## config.mk

```make
export PLATFORM = sky130hd
export DESIGN_NAME = key_entry_buffer_flat
export DESIGN_NICKNAME = d
export VERILOG_FILES = /design/src/rtl/key_entry_buffer_if.sv /design/src/rtl/key_entry_buffer.sv /design/src/flat_wrapper.sv
export SDC_FILE = /design/constraint.sdc
export NUM_CORES = 1
export LEC_CHECK = 0
export ABC_AREA = 1
export CAP_MARGIN = 20
export CORE_UTILIZATION = 45
export DETAILED_ROUTE_END_ITERATION = 8
export PLACE_DENSITY_LB_ADDON = 0.1
export SLEW_MARGIN = 40
export SYNTH_ARGS = -nofsm -noshare
export SYNTH_HDL_FRONTEND = slang
export SYNTH_SLANG_ARGS = --single-unit
```

## constraint.sdc

```tcl
create_clock -name clk -period 2.7 [get_ports clk]
set_clock_uncertainty 0.2 [all_clocks]
set_input_delay 0.81 -clock clk [delete_from_list [all_inputs] [get_ports clk]]
set_output_delay 0.81 -clock clk [all_outputs]
set_load 0.01 [all_outputs]
```

## src/rtl/key_entry_buffer_if.sv

```systemverilog
// Keypad-to-display/core bundle for the numeric entry buffer.
// The slave side is the entry buffer; the master side is the scanner/display/core.
interface key_entry_buffer_if #(
    parameter int unsigned DIGITS = 8
);
    logic [15:0]         key_pulse;
    logic [4*DIGITS-1:0] seg_data;
    logic [DIGITS-1:0]   seg_data_en;
    logic [DIGITS-1:0]   seg_dot_en;
    logic [3:0]          digit_cnt;
    logic [4*DIGITS-1:0] entry_value;
    logic                entry_valid;
    logic [1:0]          op_code;
    logic                op_valid;
    logic                overflow;

    modport master (
        output key_pulse,
        input  seg_data, seg_data_en, seg_dot_en, digit_cnt,
        input  entry_value, entry_valid, op_code, op_valid, overflow
    );

    modport slave (
        input  key_pulse,
        output seg_data, seg_data_en, seg_dot_en, digit_cnt,
        output entry_value, entry_valid, op_code, op_valid, overflow
    );
endinterface

```

## src/rtl/key_entry_buffer.sv

```systemverilog
// N-digit hex entry editor: shifts digits in from the right, supports backspace,
// clear, enter and operators, and blinks digit 0's dot while the buffer is full.
module key_entry_buffer #(
    parameter int unsigned DIGITS       = 8,
    parameter int unsigned BLINK_CYCLES = 25000000
) (
    input logic             clk,
    input logic             rst_n,
    key_entry_buffer_if.slave bus
);
    localparam int unsigned BW       = $clog2(BLINK_CYCLES);
    localparam logic [BW-1:0] BlinkMax = BW'(BLINK_CYCLES - 1);
    localparam logic [3:0]  CntFull  = 4'(DIGITS);

    logic [4*DIGITS-1:0] data_q, data_d;
    logic [3:0]          cnt_q, cnt_d;
    logic [DIGITS-1:0]   en_q, en_d;
    logic                ovf_q, ovf_d;
    logic [4*DIGITS-1:0] value_q, value_d;
    logic                evld_q, evld_d;
    logic [1:0]          opc_q, opc_d;
    logic                opv_q, opv_d;
    logic [BW-1:0]       blink_q, blink_d;
    logic                phase_q, phase_d;

    logic                key_valid;
    logic [3:0]          key_idx;
    logic [3:0]          digit;
    logic                op_key;
    logic [1:0]          op_sel;

    // Decode the key, edit the buffer and derive display/blink next state.
    always_comb begin
        data_d  = data_q;
        cnt_d   = cnt_q;
        ovf_d   = ovf_q;
        value_d = value_q;
        evld_d  = 1'b0;
        opc_d   = opc_q;
        opv_d   = 1'b0;
        en_d    = '0;
        blink_d = '0;
        phase_d = 1'b0;
        key_idx = 4'd0;
        digit   = 4'd0;
        op_key  = 1'b0;
        op_sel  = 2'd0;

        key_valid = $onehot(bus.key_pulse);
        for (int i = 0; i < 16; i++) begin
            if (bus.key_pulse[i]) key_idx = 4'(i);
        end

        if (key_valid) begin
            case (key_idx)
                4'd9: begin
                    if (cnt_q != 4'd0) begin
                        data_d = {4'h0, data_q[4*DIGITS-1:4]};
                        cnt_d  = cnt_q - 4'd1;
                    end
                end
                4'd10: begin
                    data_d = '0;
                    cnt_d  = 4'd0;
                    ovf_d  = 1'b0;
                end
                4'd11: begin op_key = 1'b1; op_sel = 2'd3; end
                4'd12: begin op_key = 1'b1; op_sel = 2'd0; end
                4'd13: begin op_key = 1'b1; op_sel = 2'd1; end
                4'd14: begin op_key = 1'b1; op_sel = 2'd2; end
                default: begin
                    // Bits 0..8 are digits 1..9, bit 15 is digit 0.
                    digit = (key_idx == 4'd15) ? 4'd0 : key_idx + 4'd1;
                    if (cnt_q == CntFull) begin
                        ovf_d = 1'b1;
                    end else if (!(digit == 4'd0 && cnt_q == 4'd0)) begin
                        data_d = {data_q[4*DIGITS-5:0], digit};
                        cnt_d  = cnt_q + 4'd1;
                    end
                end
            endcase
        end

        if (op_key) begin
            value_d = data_q;
            evld_d  = 1'b1;
            opv_d   = 1'b1;
            opc_d   = op_sel;
            data_d  = '0;
            cnt_d   = 4'd0;
            ovf_d   = 1'b0;
        end

        // Digit 0 is always lit so an empty buffer shows "0".
        for (int unsigned i = 0; i < DIGITS; i++) begin
            en_d[i] = (i == 0) || (i < 32'(cnt_d));
        end

        // Blink only while the buffer stays full; leaving it zeroes counter and phase.
        if (cnt_d == CntFull && cnt_q == CntFull) begin
            if (blink_q == BlinkMax) begin
                blink_d = '0;
                phase_d = ~phase_q;
            end else begin
                blink_d = blink_q + BW'(1);
                phase_d = phase_q;
            end
        end
    end

    // State and registered outputs.
    always_ff @(posedge clk or negedge rst_n) begin
        if (!rst_n) begin
            data_q  <= '0;
            cnt_q   <= 4'd0;
            en_q    <= DIGITS'(1);
            ovf_q   <= 1'b0;
            value_q <= '0;
            evld_q  <= 1'b0;
            opc_q   <= 2'd0;
            opv_q   <= 1'b0;
            blink_q <= '0;
            phase_q <= 1'b0;
        end else begin
            data_q  <= data_d;
            cnt_q   <= cnt_d;
            en_q    <= en_d;
            ovf_q   <= ovf_d;
            value_q <= value_d;
            evld_q  <= evld_d;
            opc_q   <= opc_d;
            opv_q   <= opv_d;
            blink_q <= blink_d;
            phase_q <= phase_d;
        end
    end

    assign bus.seg_data    = data_q;
    assign bus.seg_data_en = en_q;
    assign bus.seg_dot_en  = {{(DIGITS-1){1'b0}}, phase_q};
    assign bus.digit_cnt   = cnt_q;
    assign bus.entry_value = value_q;
    assign bus.entry_valid = evld_q;
    assign bus.op_code     = opc_q;
    assign bus.op_valid    = opv_q;
    assign bus.overflow    = ovf_q;
endmodule

```

## src/flat_wrapper.sv

```systemverilog
// flat-port wrapper written by rule: the top's interface ports become plain ports
module key_entry_buffer_flat 
#(
    parameter int unsigned DIGITS       = 8,
    parameter int unsigned BLINK_CYCLES = 25000000
)
  (clk, rst_n, bus_key_pulse, bus_seg_data, bus_seg_data_en, bus_seg_dot_en, bus_digit_cnt, bus_entry_value, bus_entry_valid, bus_op_code, bus_op_valid, bus_overflow);
  key_entry_buffer_if #(.DIGITS(DIGITS)) bus_i ();
  input logic clk;
  input logic rst_n;
  input wire logic [$bits(bus_i.key_pulse)-1:0] bus_key_pulse;
  output wire logic [$bits(bus_i.seg_data)-1:0] bus_seg_data;
  output wire logic [$bits(bus_i.seg_data_en)-1:0] bus_seg_data_en;
  output wire logic [$bits(bus_i.seg_dot_en)-1:0] bus_seg_dot_en;
  output wire logic [$bits(bus_i.digit_cnt)-1:0] bus_digit_cnt;
  output wire logic [$bits(bus_i.entry_value)-1:0] bus_entry_value;
  output wire logic [$bits(bus_i.entry_valid)-1:0] bus_entry_valid;
  output wire logic [$bits(bus_i.op_code)-1:0] bus_op_code;
  output wire logic [$bits(bus_i.op_valid)-1:0] bus_op_valid;
  output wire logic [$bits(bus_i.overflow)-1:0] bus_overflow;
  assign bus_i.key_pulse = bus_key_pulse;
  assign bus_seg_data = bus_i.seg_data;
  assign bus_seg_data_en = bus_i.seg_data_en;
  assign bus_seg_dot_en = bus_i.seg_dot_en;
  assign bus_digit_cnt = bus_i.digit_cnt;
  assign bus_entry_value = bus_i.entry_value;
  assign bus_entry_valid = bus_i.entry_valid;
  assign bus_op_code = bus_i.op_code;
  assign bus_op_valid = bus_i.op_valid;
  assign bus_overflow = bus_i.overflow;
  key_entry_buffer #(.DIGITS(DIGITS), .BLINK_CYCLES(BLINK_CYCLES)) u_core (.clk(clk), .rst_n(rst_n), .bus(bus_i));
endmodule
```

==> results of run 1 <==
## per-stage QoR
step | cell area [sq um] | hold WS [ns]
finish | 9610 | 0.1427
global route | 9610 | 0.1547
CTS | 8796 | 0.1394
detailed placement | 7702 | 0.2617
global placement | 7702 | 0.2549
floorplan | 6176 | 0.3051
## worst max-delay path, delay by kind of cell
kind	cells	cell delay [ns]
adders and majority gates	7	2.76
and+or+nand+nor	6	0.82
buffers and inverters	7	0.73
AOI/OAI and AO/OA	1	0.22
## registers in the layout, indices dropped and copies added (netlist names)
signal and flops:
u_core.blink_q 25, u_core.bus.entry_value 32, u_core.bus.overflow 1, u_core.bus.op_code 2
u_core.phase_q 1, u_core.bus.seg_data 32, u_core.bus.entry_valid 1, u_core.bus.seg_data_en 7
u_core.bus.digit_cnt 3
## cells in the mapped netlist (11+ instances only)
library cell	count	area, sq um
sky130_fd_sc_hd__buf_4	12	90.09
sky130_fd_sc_hd__dfrtp_1	104	2603
sky130_fd_sc_hd__inv_1	82	307.8
sky130_fd_sc_hd__nor2_1	23	86.33
sky130_fd_sc_hd__nand3_1	38	190.2
sky130_fd_sc_hd__ha_1	24	300.3
sky130_fd_sc_hd__nor3_1	11	55.05
sky130_fd_sc_hd__nor3_2	23	230.2
sky130_fd_sc_hd__clkbuf_1	15	56.30
sky130_fd_sc_hd__a32oi_1	23	201.4
sky130_fd_sc_hd__nand2_1	170	638.1
sky130_fd_sc_hd__fa_1	11	220.2
sky130_fd_sc_hd__o21ai_0	54	270.3
## power by group
part	switching, uW	internal [uW]	total (uW)	leakage (uW)
combinational	3160	3150	6310	0.00268
sequential	629	2030	2660	0.00139
clock	594	843	1440	0.000157
## routing by layer
| metal | share of wire (%) | routed length [um] | up-vias | GRT usage [%] |
|---|---|---|---|---|
| met5 | 0 | 0 | - | 0 |
| met4 | 2.6 | 486 | 0 | 10.38 |
| met3 | 5.4 | 1024 | 46 | 5.201 |
| met2 | 51 | 9513 | 231 | 42.12 |
| met1 | 41 | 7808 | 2844 | 33.57 |
| li1 | - | - | 2653 | - |
## how the worst max path moves through the flow
stage                                  from                            to  slack, ns
final                     bus_key_pulse[12]  u_core.blink_q[23]$_DFF_PN0_      -2.59
after global routing      bus_key_pulse[10]  u_core.blink_q[23]$_DFF_PN0_      -2.70
after CTS                  bus_key_pulse[3]  u_core.blink_q[21]$_DFF_PN0_      -2.69
after detailed placement   bus_key_pulse[4]  u_core.blink_q[12]$_DFF_PN0_      -3.24
after global placement     bus_key_pulse[4]  u_core.blink_q[23]$_DFF_PN0_      -3.14
after floorplan            bus_key_pulse[6]  u_core.blink_q[20]$_DFF_PN0_      -2.65
## final cells by class
class                           instances  area share (%)
Clock inverter                          4          0.8072
Inverter                               92           3.893
Timing Repair inverter                  1         0.06510
Clock buffer                           12           2.565
Multi-Input combinational cell        464           38.47
Tap cell                              172           2.239
Timing Repair Buffer                  211           24.88
Sequential cell                       104           27.08
## logic make-up (layout without fill, tap and decap cells)
family | Yosys count | after routing
buffers and inverters | 130 | 320
xor gates and xnor gates | 13 | 13
other | 2 | 8
adders and majority gates | 35 | 35
DFF | 104 | 104
and+or+nand+nor | 305 | 306
AOI/OAI and AO/OA | 102 | 102
## repair_timing
action | 4_1_cts | 5_1_grt
gates cloned | 13 | 7
pin swaps | 41 | 46
setup endpoints to repair | 104 | 104
resized for setup | 163 | 154
setup buffers | 18 | 14
hold buffers | 0 | 0
==> out/qor_table.md, run 1 <==
| Item | Reported | Unit |
|---|---|---|
| Post-synth design cell area | 5971 | sq um |
| Crit path setup slack, layout | -2.589 | ns |
| Ant diodes | 0 | - |
| Total Negative Setup Slacks | -253.06 | ns |
| Synthesized area per cell | 8.641 | sq um |
| Post-Layout Cell Count | 1060 | - |
| Category of the worst setup path capture point | flip-flop | - |
| Final setup violation count | 104 | - |
| Required time of the worst setup path | 2.78 | ns |
| Remaining antenna violation count | 0 | - |
| Max Fanout on Critical Path | 5 | - |
| Number of clock buffers inserted by TritonCTS | 9 | - |
| Initial antenna violation count | 0 | - |
| Hold/Removal Path Class | primary input to async pin | - |
| Clock transition at the registers of the reported paths | 0.07 | ns |
| Total number of placement rows | 41 | - |
| Clock tree root driver cell | sky130_fd_sc_hd__clkbuf_16 | - |
| Worst ir drop on vdd | 0.6228 | mV |
| Flip-flop and latch count after synthesis | 104 | - |
| Post-Synth Simple-Gate Area | 25.50 | % |
| Element type at the critical path start | primary input | - |
| Area used by sequential logic in the layout | 2603 | sq um |
| Max Fclk | 189.1 | MHz |
| Boundary pin count | 107 | - |
| Count of flip-flops with a built-in enable after synthesis | 0 | - |
| Fraction of registers with async set/reset | 100.0 | % |
| Avg WL per Cell | 17.77 | um |
| Primary FF master, synth | sky130_fd_sc_hd__dfrtp_1 | - |
| Post-Synth Adder-Cell Area | 8.718 | % |
| Post-synthesis sequential area ratio | 43.59 | % |
| Number of violations of the max-capacitance limit | 0 | - |
| Clock H-tree levels | 3 | - |
| Maximum root-to-sink buffer count | 2 | - |
| Die ar. | 13730 | sq um |
| Total area of multi-input combinational cells | 3697 | sq um |
| Routed via count divided by cell count | 5.447 | - |
| # fillers | 810 | - |
| GRT Resource Usage Total | 25.77 | % |
| Die height | 117.2 | um |
| Half-perimeter wire length after detailed placement | 10.80 | mm |
| Critical register-to-register path endpoint | u_core.blink_q[15]$_DFF_PN0_ | - |
| Setup repair after global routing missed its margin | yes | - |
| Worst path cell trace | buf_6, ha_4, fa_1, inv_2, fa_1, fa_1, inv_2, fa_1, ha_2, fa_1, nand3b_1, a211oi_4, inv_2, nor2_4, buf_6, nor2_2, nand2_2, nand3_4, buf_12, buf_12, nor3_2 | - |
| Share of post-route cells with drive strength above 1 | 39.41 | % |
| Reg-to-reg critical path startpoint | u_core.bus.digit_cnt[0]$_DFF_PN0_ | - |
| CP arrival | 5.37 | ns |
| Final min period | 5.289 | ns |
| Gate count after technology mapping | 691 | - |
| Violations in the final reports | negative setup slack | - |
| Number of warnings reported in the yosys synthesis log | 0 | - |
| Slew Limit Fails | 0 | - |
| Pre-antenna DRT Iters | 5 | - |
| Static leakage | 0.004227 | uW |
| Leading cell type in the layout, fill and taps excluded | sky130_fd_sc_hd__nand2_1 | - |
| Worst R2R Path Depth | 15 | - |
| Slew @ Worst Pin | 0.5516 | ns |
| CORE AREA | 12770 | sq um |
| Multiplexer area fraction after synthesis | 0 | % |
| Global-route wire length before repair | 26.79 | mm |
| TritonCTS clock tree | yes | - |
| DRC violations left | 0 | - |
| Total Power | 10410 | uW |
| First-iteration detailed-routing DRC count | 357 | - |
| R2r setup slk | -0.27 | ns |
| Final net count | 936 | - |
| XOR/XNOR Fraction of Synth Area | 1.907 | % |
| Count of input and output buffers | 98 | - |
| Core Util, Final | 75.24 | % |
| Crit-path most repeated cell | sky130_fd_sc_hd__fa_1 | - |
| Final Wtd Congestion | 0.8305 | - |
| Cell with the largest stage delay on the worst path | sky130_fd_sc_hd__fa_1 | - |
| Crit path kind | primary input to flip-flop | - |
| Power density relative to cell area | 1083 | nW/um^2 |
| DIE WIDTH | 117.2 | um |
| Area added between synthesis and finish | 60.96 | % |
| Synth cell types | 43 | - |
| Combinational family with the most area after synthesis | simple AND/OR/NAND/NOR gates | - |
| Final WL | 18.83 | mm |
| Setup WS pre-CTS | -3.243 | ns |
| Peak per-stage delay on the critical path | 0.54 | ns |
| Clock latency reported for the late side of the worst-skew pair | 0.36 | ns |
| Number of endpoints with negative hold slack in the final report | 0 | - |
| Total gr overflow | 0 | - |
| Slew HR | 62.89 | % |
| Count of clock tree sinks | 104 | - |
| Outcome | finished with violations | - |
| Total number of vias | 5774 | - |
| Maximum number of pins on one net before global-route repair | 43 | - |
| Post-route clock period utilization | 195.9 | % |
| Via count of the first global-routing pass | 5394 | - |
| Number of placed instances with taps included | 1001 | - |
| Initial Util | 46.74 | % |
| Commonest cells after routing, fill and taps aside | sky130_fd_sc_hd__nand2_1, sky130_fd_sc_hd__dfrtp_1, sky130_fd_sc_hd__clkdlybuf4s50_1, sky130_fd_sc_hd__buf_4, sky130_fd_sc_hd__inv_1 | - |
| Compound-cell area share of the yosys netlist | 10.75 | % |
(Power assumes the default switching activity.)
==> run 2: changes to the inputs <==
- ABC_AREA: 1 -> 0
- SKIP_LAST_GASP: unset -> 1
==> run 2 against run 1 <==
- largest power group unchanged
- synthesized cell count down 19%
- highest routed layer unchanged
- utilization is 0.40 points lower
- worst setup slack lost 0.27 ns
- area after synthesis is 2.2% lower
- final cell count decreased by 9.9%
- the run still ends with negative setup slack left
- sequential share of layout area rose by 0.48 points
- power fell by 4.7%
- combinational power down 1%
==> out/qor_table.md, run 2 <==
| Item | Reported | Unit |
|---|---|---|
| CORE AREA | 12620 | sq um |
| Primary FF master, synth | sky130_fd_sc_hd__dfrtp_1 | - |
| Violations in the final reports | negative setup slack | - |
| Total buffers and inverters traversed by the critical path | 5 | - |
| Flip-flop and latch count after synthesis | 104 | - |
| Crit path kind | primary input to flip-flop | - |
| Met2 demand-to-capacity share in global routing | 46.79 | % |
| Count of clock tree sinks | 104 | - |
| DIE WIDTH | 115.9 | um |
| Required time of the worst setup path | 2.75 | ns |
| Post-synth design cell area | 5839 | sq um |
| Total number of placement rows | 41 | - |
| Slew HR | 47.51 | % |
| Number of endpoints with negative hold slack in the final report | 0 | - |
| Number of warnings reported in the yosys synthesis log | 0 | - |
| Combinational share of power | 62.7 | % |
| Static leakage | 0.004004 | uW |
| Final WL | 18.42 | mm |
| GR Util met1 | 35.57 | % |
| Via count of the first global-routing pass | 5376 | - |
| Total number of vias | 5232 | - |
| Post-route clock period utilization | 206.0 | % |
| Initial Util | 46.27 | % |
| Die height | 115.9 | um |
| CP arrival | 5.61 | ns |
| Gate count after technology mapping | 562 | - |
| Half-perimeter wire length after detailed placement | 10.45 | mm |
| Initial antenna violation count | 0 | - |
| Global-route wire length before repair | 28.19 | mm |
| Psw | 3970 | uW |
| Maximum number of pins on one net before global-route repair | 51 | - |
| Hold/Removal Path Class | primary input to async pin | - |
| Part of the power in registers | 23.4 | % |
| Worst ir drop on vdd | 0.8688 | mV |
| Pre-antenna DRT Iters | 4 | - |
| Peak per-stage delay on the critical path | 0.57 | ns |
| Final min period | 5.563 | ns |
| Total Negative Setup Slacks | -278.05 | ns |
| DRC violations left | 0 | - |
| Total gr overflow | 0 | - |
| Number of clock buffers inserted by TritonCTS | 9 | - |
| Setup repair after global routing missed its margin | yes | - |
| Number of violations of the max-capacitance limit | 0 | - |
| Final Wtd Congestion | 0.8828 | - |
| Clock transition at the registers of the reported paths | 0.08 | ns |
| Top Family by Delay on Critical Path | adder cells | - |
| Leading cell type in the layout, fill and taps excluded | sky130_fd_sc_hd__dfrtp_1 | - |
| GRT Resource Usage Total | 27.84 | % |
| Post-route cell area | 9444 | sq um |
| Placed inst area | 7684 | sq um |
| First-iteration detailed-routing DRC count | 330 | - |
| Avg WL per Cell | 19.29 | um |
| Biggest area consumer among synthesized cells | sky130_fd_sc_hd__dfrtp_1 | - |
| Routed via count divided by cell count | 5.479 | - |
| Die ar. | 13440 | sq um |
| Final net count | 831 | - |
| Clock H-tree levels | 3 | - |
| Commonest cells after routing, fill and taps aside | sky130_fd_sc_hd__dfrtp_1, sky130_fd_sc_hd__buf_4, sky130_fd_sc_hd__clkdlybuf4s50_1, sky130_fd_sc_hd__inv_1 | - |
| Remaining antenna violation count | 0 | - |
| Leading cell types by total area after synthesis | sky130_fd_sc_hd__dfrtp_1, sky130_fd_sc_hd__mux2_2, sky130_fd_sc_hd__ha_1 | - |
| Leading cell type by number of instances after synthesis | sky130_fd_sc_hd__dfrtp_1 | - |
| Commonest cells in the netlist | sky130_fd_sc_hd__dfrtp_1, sky130_fd_sc_hd__nand2_1, sky130_fd_sc_hd__inv_1, sky130_fd_sc_hd__mux2_2, sky130_fd_sc_hd__nor2_1 | - |
| Fraction of registers with async set/reset | 100.0 | % |
| Element type at the critical path start | primary input | - |
| Synth cell types | 68 | - |
| Count of input and output buffers | 98 | - |
| Cell internal power dissipation | 5946 | uW |
| Fraction of synthesized cell area taken by the top area cell type | 44.57 | % |
| Power density relative to cell area | 1050 | nW/um^2 |
| Worst R2R Path Depth | 14 | - |
| Switching share of power | 40.03 | % |
| Post-synthesis sequential area ratio | 44.57 | % |
| Area added between synthesis and finish | 61.73 | % |
| Crit-path most repeated cell | sky130_fd_sc_hd__fa_1 | - |
| Slew @ Worst Pin | 0.7865 | ns |
| Count of flip-flops with a built-in enable after synthesis | 0 | - |
| Max Fanout on Critical Path | 8 | - |
| Clock latency reported for the late side of the worst-skew pair | 0.37 | ns |
| GR peak layer | met2 | - |
| Hold-fix buffer count after cts | 0 | - |
| Ant diodes | 0 | - |
| Slew Limit Fails | 0 | - |
| Cell with the largest stage delay on the worst path | sky130_fd_sc_hd__fa_1 | - |
| Synthesized area per cell | 10.39 | sq um |
| Crit. path cell count | 18 | - |
| Final hold slack | 0.1233 | ns |
| Global routing usage on met3 | 4.759 | % |
| Clock tree root driver cell | sky130_fd_sc_hd__clkbuf_16 | - |
| Max Fclk | 179.8 | MHz |
| Maximum root-to-sink buffer count | 2 | - |
| Final setup violation count | 104 | - |
| Boundary pin count | 107 | - |
| # fillers | 873 | - |
| Worst path cell trace | buf_8, ha_4, fa_1, inv_2, fa_1, fa_1, inv_2, fa_1, ha_2, fa_2, or4_4, buf_6, or3_4, a21oi_2, a21oi_4, nand3_4, buf_12, nor2_1 | - |
| Outcome | finished with violations | - |
| Category of the worst setup path capture point | flip-flop | - |
| TritonCTS clock tree | yes | - |
| Crit path setup slack, layout | -2.863 | ns |
| Share of post-route cells with drive strength above 1 | 44.32 | % |
| Clock Power Share | 13.8 | % |
-- run 2: changes by cell type in the layout (fill, tap and decap cells not counted), sizes merged, moves of 7 or more --
cell,change
and3,+7
o21ai,-21
nand2,-126
mux2,+33
a32oi,-23
xor2,+8
nand3,-23
inv,-54
nor3,-16
buf,+20
a22oi,+26
a21oi,+11
-- run 2: worst paths after layout --
path / start / endpoint / slack [ns]
max in group asynchronous: rst_n / u_core.bus.digit_cnt[2]$_DFF_PN0_ / 1.60
hold reg to reg: u_core.bus.entry_value[27]$_DFFE_PN0P_ / u_core.bus.entry_value[27]$_DFFE_PN0P_ / 0.31
setup reg to reg: u_core.bus.digit_cnt[0]$_DFF_PN0_ / u_core.blink_q[6]$_DFF_PN0_ / -0.08
setup / recovery: bus_key_pulse[12] / u_core.blink_q[6]$_DFF_PN0_ / -2.86
hold / removal: rst_n / u_core.bus.seg_data[10]$_DFFE_PN0P_ / 0.12
min in group clk: u_core.bus.entry_value[27]$_DFFE_PN0P_ / u_core.bus.entry_value[27]$_DFFE_PN0P_ / 0.31
-- run 2: layout make-up --
cell class	count	area (sq um)	share of cell area [%]
clock buffer	11	242.7	2.570
timing repair buffer	227	2361	25.00
tap	172	215.2	2.279
sequential	104	2603	27.56
multi-input combinational	400	3819	40.43
inverter	36	140.1	1.484
clock inverter	5	63.81	0.6757
-- run 2: what timing repair did --
| action | CTS | global route |
|---|---|---|
| pin swaps | 52 | 21 |
| setup endpoints to repair | 104 | 104 |
| resized for setup | 199 | 112 |
| buffers inserted | 27 | 13 |
| gates cloned | 17 | 1 |
-- run 2: per-layer routing --
layer / up-vias / share of wire [%]
li1: 2406 / -
met1: 2635 / 43
met2: 157 / 50
met3: 34 / 4.5
met4: 0 / 2.6
met5: - / 0
-- run 2: cell families after synthesis --
family	after synthesis	synth area share (%)
other	2	0.1286
AO/OA/AOI/OAI	112	13.86
adder cells (fa/ha/maj)	35	8.914
AND/OR/NAND/NOR	182	16.84
multiplexers	34	6.535
flip-flops	104	44.57
buffers and inverters	68	5.400
XOR/XNOR	25	3.750
-- run 2: per-stage QoR --
step	total power (uW)	utilization, %	instances	setup WS, ns
after CTS	9421	72.11	950	-2.825
after detailed placement	5709	60.89	890	-3.734
final	9916	74.84	955	-2.863
after floorplan	4156	-	568	-2.950
after global placement	5610	60.81	890	-3.660
after global routing	10390	74.84	955	-3.021
-- run 2: power by group through the flow --
stage          clock (uW)  sequential, uW  combinational, uW
6_report             1370            2320               6220
5_1_grt              1450            2360               6580
4_1_cts              1400            2260               5760
3_5_place_dp            0            2270               3440
3_3_place_gp            0            2260               3350
2_1_floorplan           0            2340               1820
==> run 3: changes to the inputs <==
- CTS_BUF_LIST: unset -> sky130_fd_sc_hd__clkbuf_8
- clock period: 2.7 -> 6.2 ns (I/O delays scaled with it)
==> run 3 against run 2 <==
- the run still ends with negative setup slack left
- utilization down 4.7 points
- first-iteration DRC count down 2.1%
- sequential share of layout area grew 1.9 points
- register-to-register slack improved by 3.2 ns
- largest power group unchanged
==> out/qor_table.md, run 3 (synthesis results as in run 2) <==
| Item | Reported | Unit |
|---|---|---|
| Pre-antenna DRT Iters | 5 | - |
| Total Negative Setup Slacks | -24.80 | ns |
| Slew Limit Fails | 0 | - |
| Violations in the final reports | negative setup slack | - |
| Hold/Removal Path Class | flip-flop to flip-flop | - |
| Crit path kind | primary input to flip-flop | - |
| Half-perimeter wire length after detailed placement | 9.729 | mm |
| Final hold slack | 0.3133 | ns |
| Total buffers and inverters traversed by the critical path | 6 | - |
| Hold-fix buffer count after cts | 0 | - |
| Final WL | 17.20 | mm |
| Static leakage | 0.003732 | uW |
| Die height | 115.9 | um |
| Boundary pin count | 107 | - |
| Top Family by Delay on Critical Path | adder cells | - |
| Setup WS pre-CTS | -1.236 | ns |
| TritonCTS clock tree | yes | - |
| DIE WIDTH | 115.9 | um |
| Total number of vias | 5017 | - |
| Count of input and output buffers | 98 | - |
| Max Fclk | 150.0 | MHz |
| Area added between synthesis and finish | 51.51 | % |
| Number of clock buffers inserted by TritonCTS | 9 | - |
| Total gr overflow | 0 | - |
| Clock H-tree levels | 3 | - |
| Final Wtd Congestion | 0.8035 | - |
| Final min period | 6.668 | ns |
| Worst ir drop on vdd | 0.2730 | mV |
| Count of clock tree sinks | 104 | - |
| Required time of the worst setup path | 6.28 | ns |
| First-iteration detailed-routing DRC count | 323 | - |
| Power density relative to cell area | 460.2 | nW/um^2 |
| Final net count | 788 | - |
| Clock latency reported for the late side of the worst-skew pair | 0.39 | ns |
| Maximum number of pins on one net before global-route repair | 70 | - |
| CORE AREA | 12620 | sq um |
| Category of the worst setup path capture point | flip-flop | - |
| Initial Util | 46.27 | % |
| Number of endpoints with negative hold slack in the final report | 0 | - |
| Routed via count divided by cell count | 5.501 | - |
| Outcome | finished with violations | - |
| Global-route wire length before repair | 26.16 | mm |
| GRT Resource Usage Total | 25.63 | % |
| Initial antenna violation count | 0 | - |
| Peak per-stage delay on the critical path | 0.57 | ns |
| Number of violations of the max-capacitance limit | 0 | - |
| Cell with the largest stage delay on the worst path | sky130_fd_sc_hd__or4_4 | - |
| Leading cell type in the layout, fill and taps excluded | sky130_fd_sc_hd__dfrtp_1 | - |
| Avg WL per Cell | 18.86 | um |
| DRC violations left | 0 | - |
| Crit path setup slack, layout | -0.4681 | ns |
| Post-route clock period utilization | 107.5 | % |
| Maximum root-to-sink buffer count | 2 | - |
| Setup repair after global routing missed its margin | yes | - |
| Slew @ Worst Pin | 0.8124 | ns |
| Commonest cells after routing, fill and taps aside | sky130_fd_sc_hd__dfrtp_1, sky130_fd_sc_hd__clkdlybuf4s50_1, sky130_fd_sc_hd__buf_4, sky130_fd_sc_hd__inv_1, sky130_fd_sc_hd__a22oi_1 | - |
| Clock tree root driver cell | sky130_fd_sc_hd__clkbuf_8 | - |
| Die ar. | 13440 | sq um |
| Clock transition at the registers of the reported paths | 0.10 | ns |
| Crit-path most repeated cell | sky130_fd_sc_hd__fa_1 | - |
| Remaining antenna violation count | 0 | - |
| Worst path cell trace | buf_8, ha_4, fa_1, inv_2, fa_1, fa_1, inv_2, fa_1, ha_2, fa_2, or4_4, buf_6, buf_12, a2111oi_4, nor4_4, nand3_4, buf_12, nor2_1 | - |
| Max Fanout on Critical Path | 8 | - |
| Share of post-route cells with drive strength above 1 | 37.30 | % |
| Via count of the first global-routing pass | 4999 | - |
| Element type at the critical path start | primary input | - |
| Ant diodes | 0 | - |
| Slew HR | 45.79 | % |
| CP arrival | 6.75 | ns |
| Final setup violation count | 99 | - |
| Total number of placement rows | 41 | - |
[run 3: report_power, final]
group,leakage (uW),internal (uW),switching [uW]
logic,0.00222,1400,1160
registers,0.00139,828,203
clock network,0.000119,237,243
total,0.00373,2460,1610
[run 3: path summary, 6_finish.rpt]
path                                                              from                                      to  slack, ns  cells after the start
worst max-delay path                                 bus_key_pulse[12]            u_core.blink_q[24]$_DFF_PN0_      -0.47                     18
worst min-delay path            u_core.bus.entry_value[27]$_DFFE_PN0P_  u_core.bus.entry_value[27]$_DFFE_PN0P_       0.31                      1
worst max register to register       u_core.bus.digit_cnt[0]$_DFF_PN0_             u_core.blink_q[2]$_DFF_PN0_       3.07                     11
worst min register to register  u_core.bus.entry_value[27]$_DFFE_PN0P_  u_core.bus.entry_value[27]$_DFFE_PN0P_       0.31                      1
max in group asynchronous                                        rst_n  u_core.bus.entry_value[23]$_DFFE_PN0P_       3.60                      2
min in group asynchronous                                        rst_n         u_core.bus.overflow$_DFFE_PN0P_       1.25                      1
[run 3: area by class of cell]
cell class	count	area, sq um
Clock buffer	10	137.6
Clock inverter	6	85.08
Fill cell	938	3772
Inverter	36	135.1
Multi-Input combinational cell	398	3601
Sequential cell	104	2603
Tap cell	172	215.2
Timing Repair Buffer	186	2071
[run 3: repair_timing]
item / CTS / global route
hold endpoints to repair: 0 / 0
pin swaps: 32 / 31
setup endpoints to repair: 104 / 102
gates cloned: 13 / 4
resized for setup: 129 / 127
setup buffers: 17 / 11
[run 3: routing by layer]
metal	vias to the layer above	GRT usage, %	share of wire, %
met4	0	8.547	2.2
met1	2500	33.03	42
met2	168	43.13	51
met5	-	0	0
met3	33	5.178	4.5
li1	2316	-	-
[run 3: through the flow]
step	instances	utilization, %	area [sq um]	total power [uW]
after floorplan	568	-	5998	1810
after global placement	855	58.53	7386	2422
after detailed placement	855	58.64	7400	2466
after CTS	901	66.21	8356	3561
after global routing	912	70.11	8847	4282
final	912	70.11	8847	4072
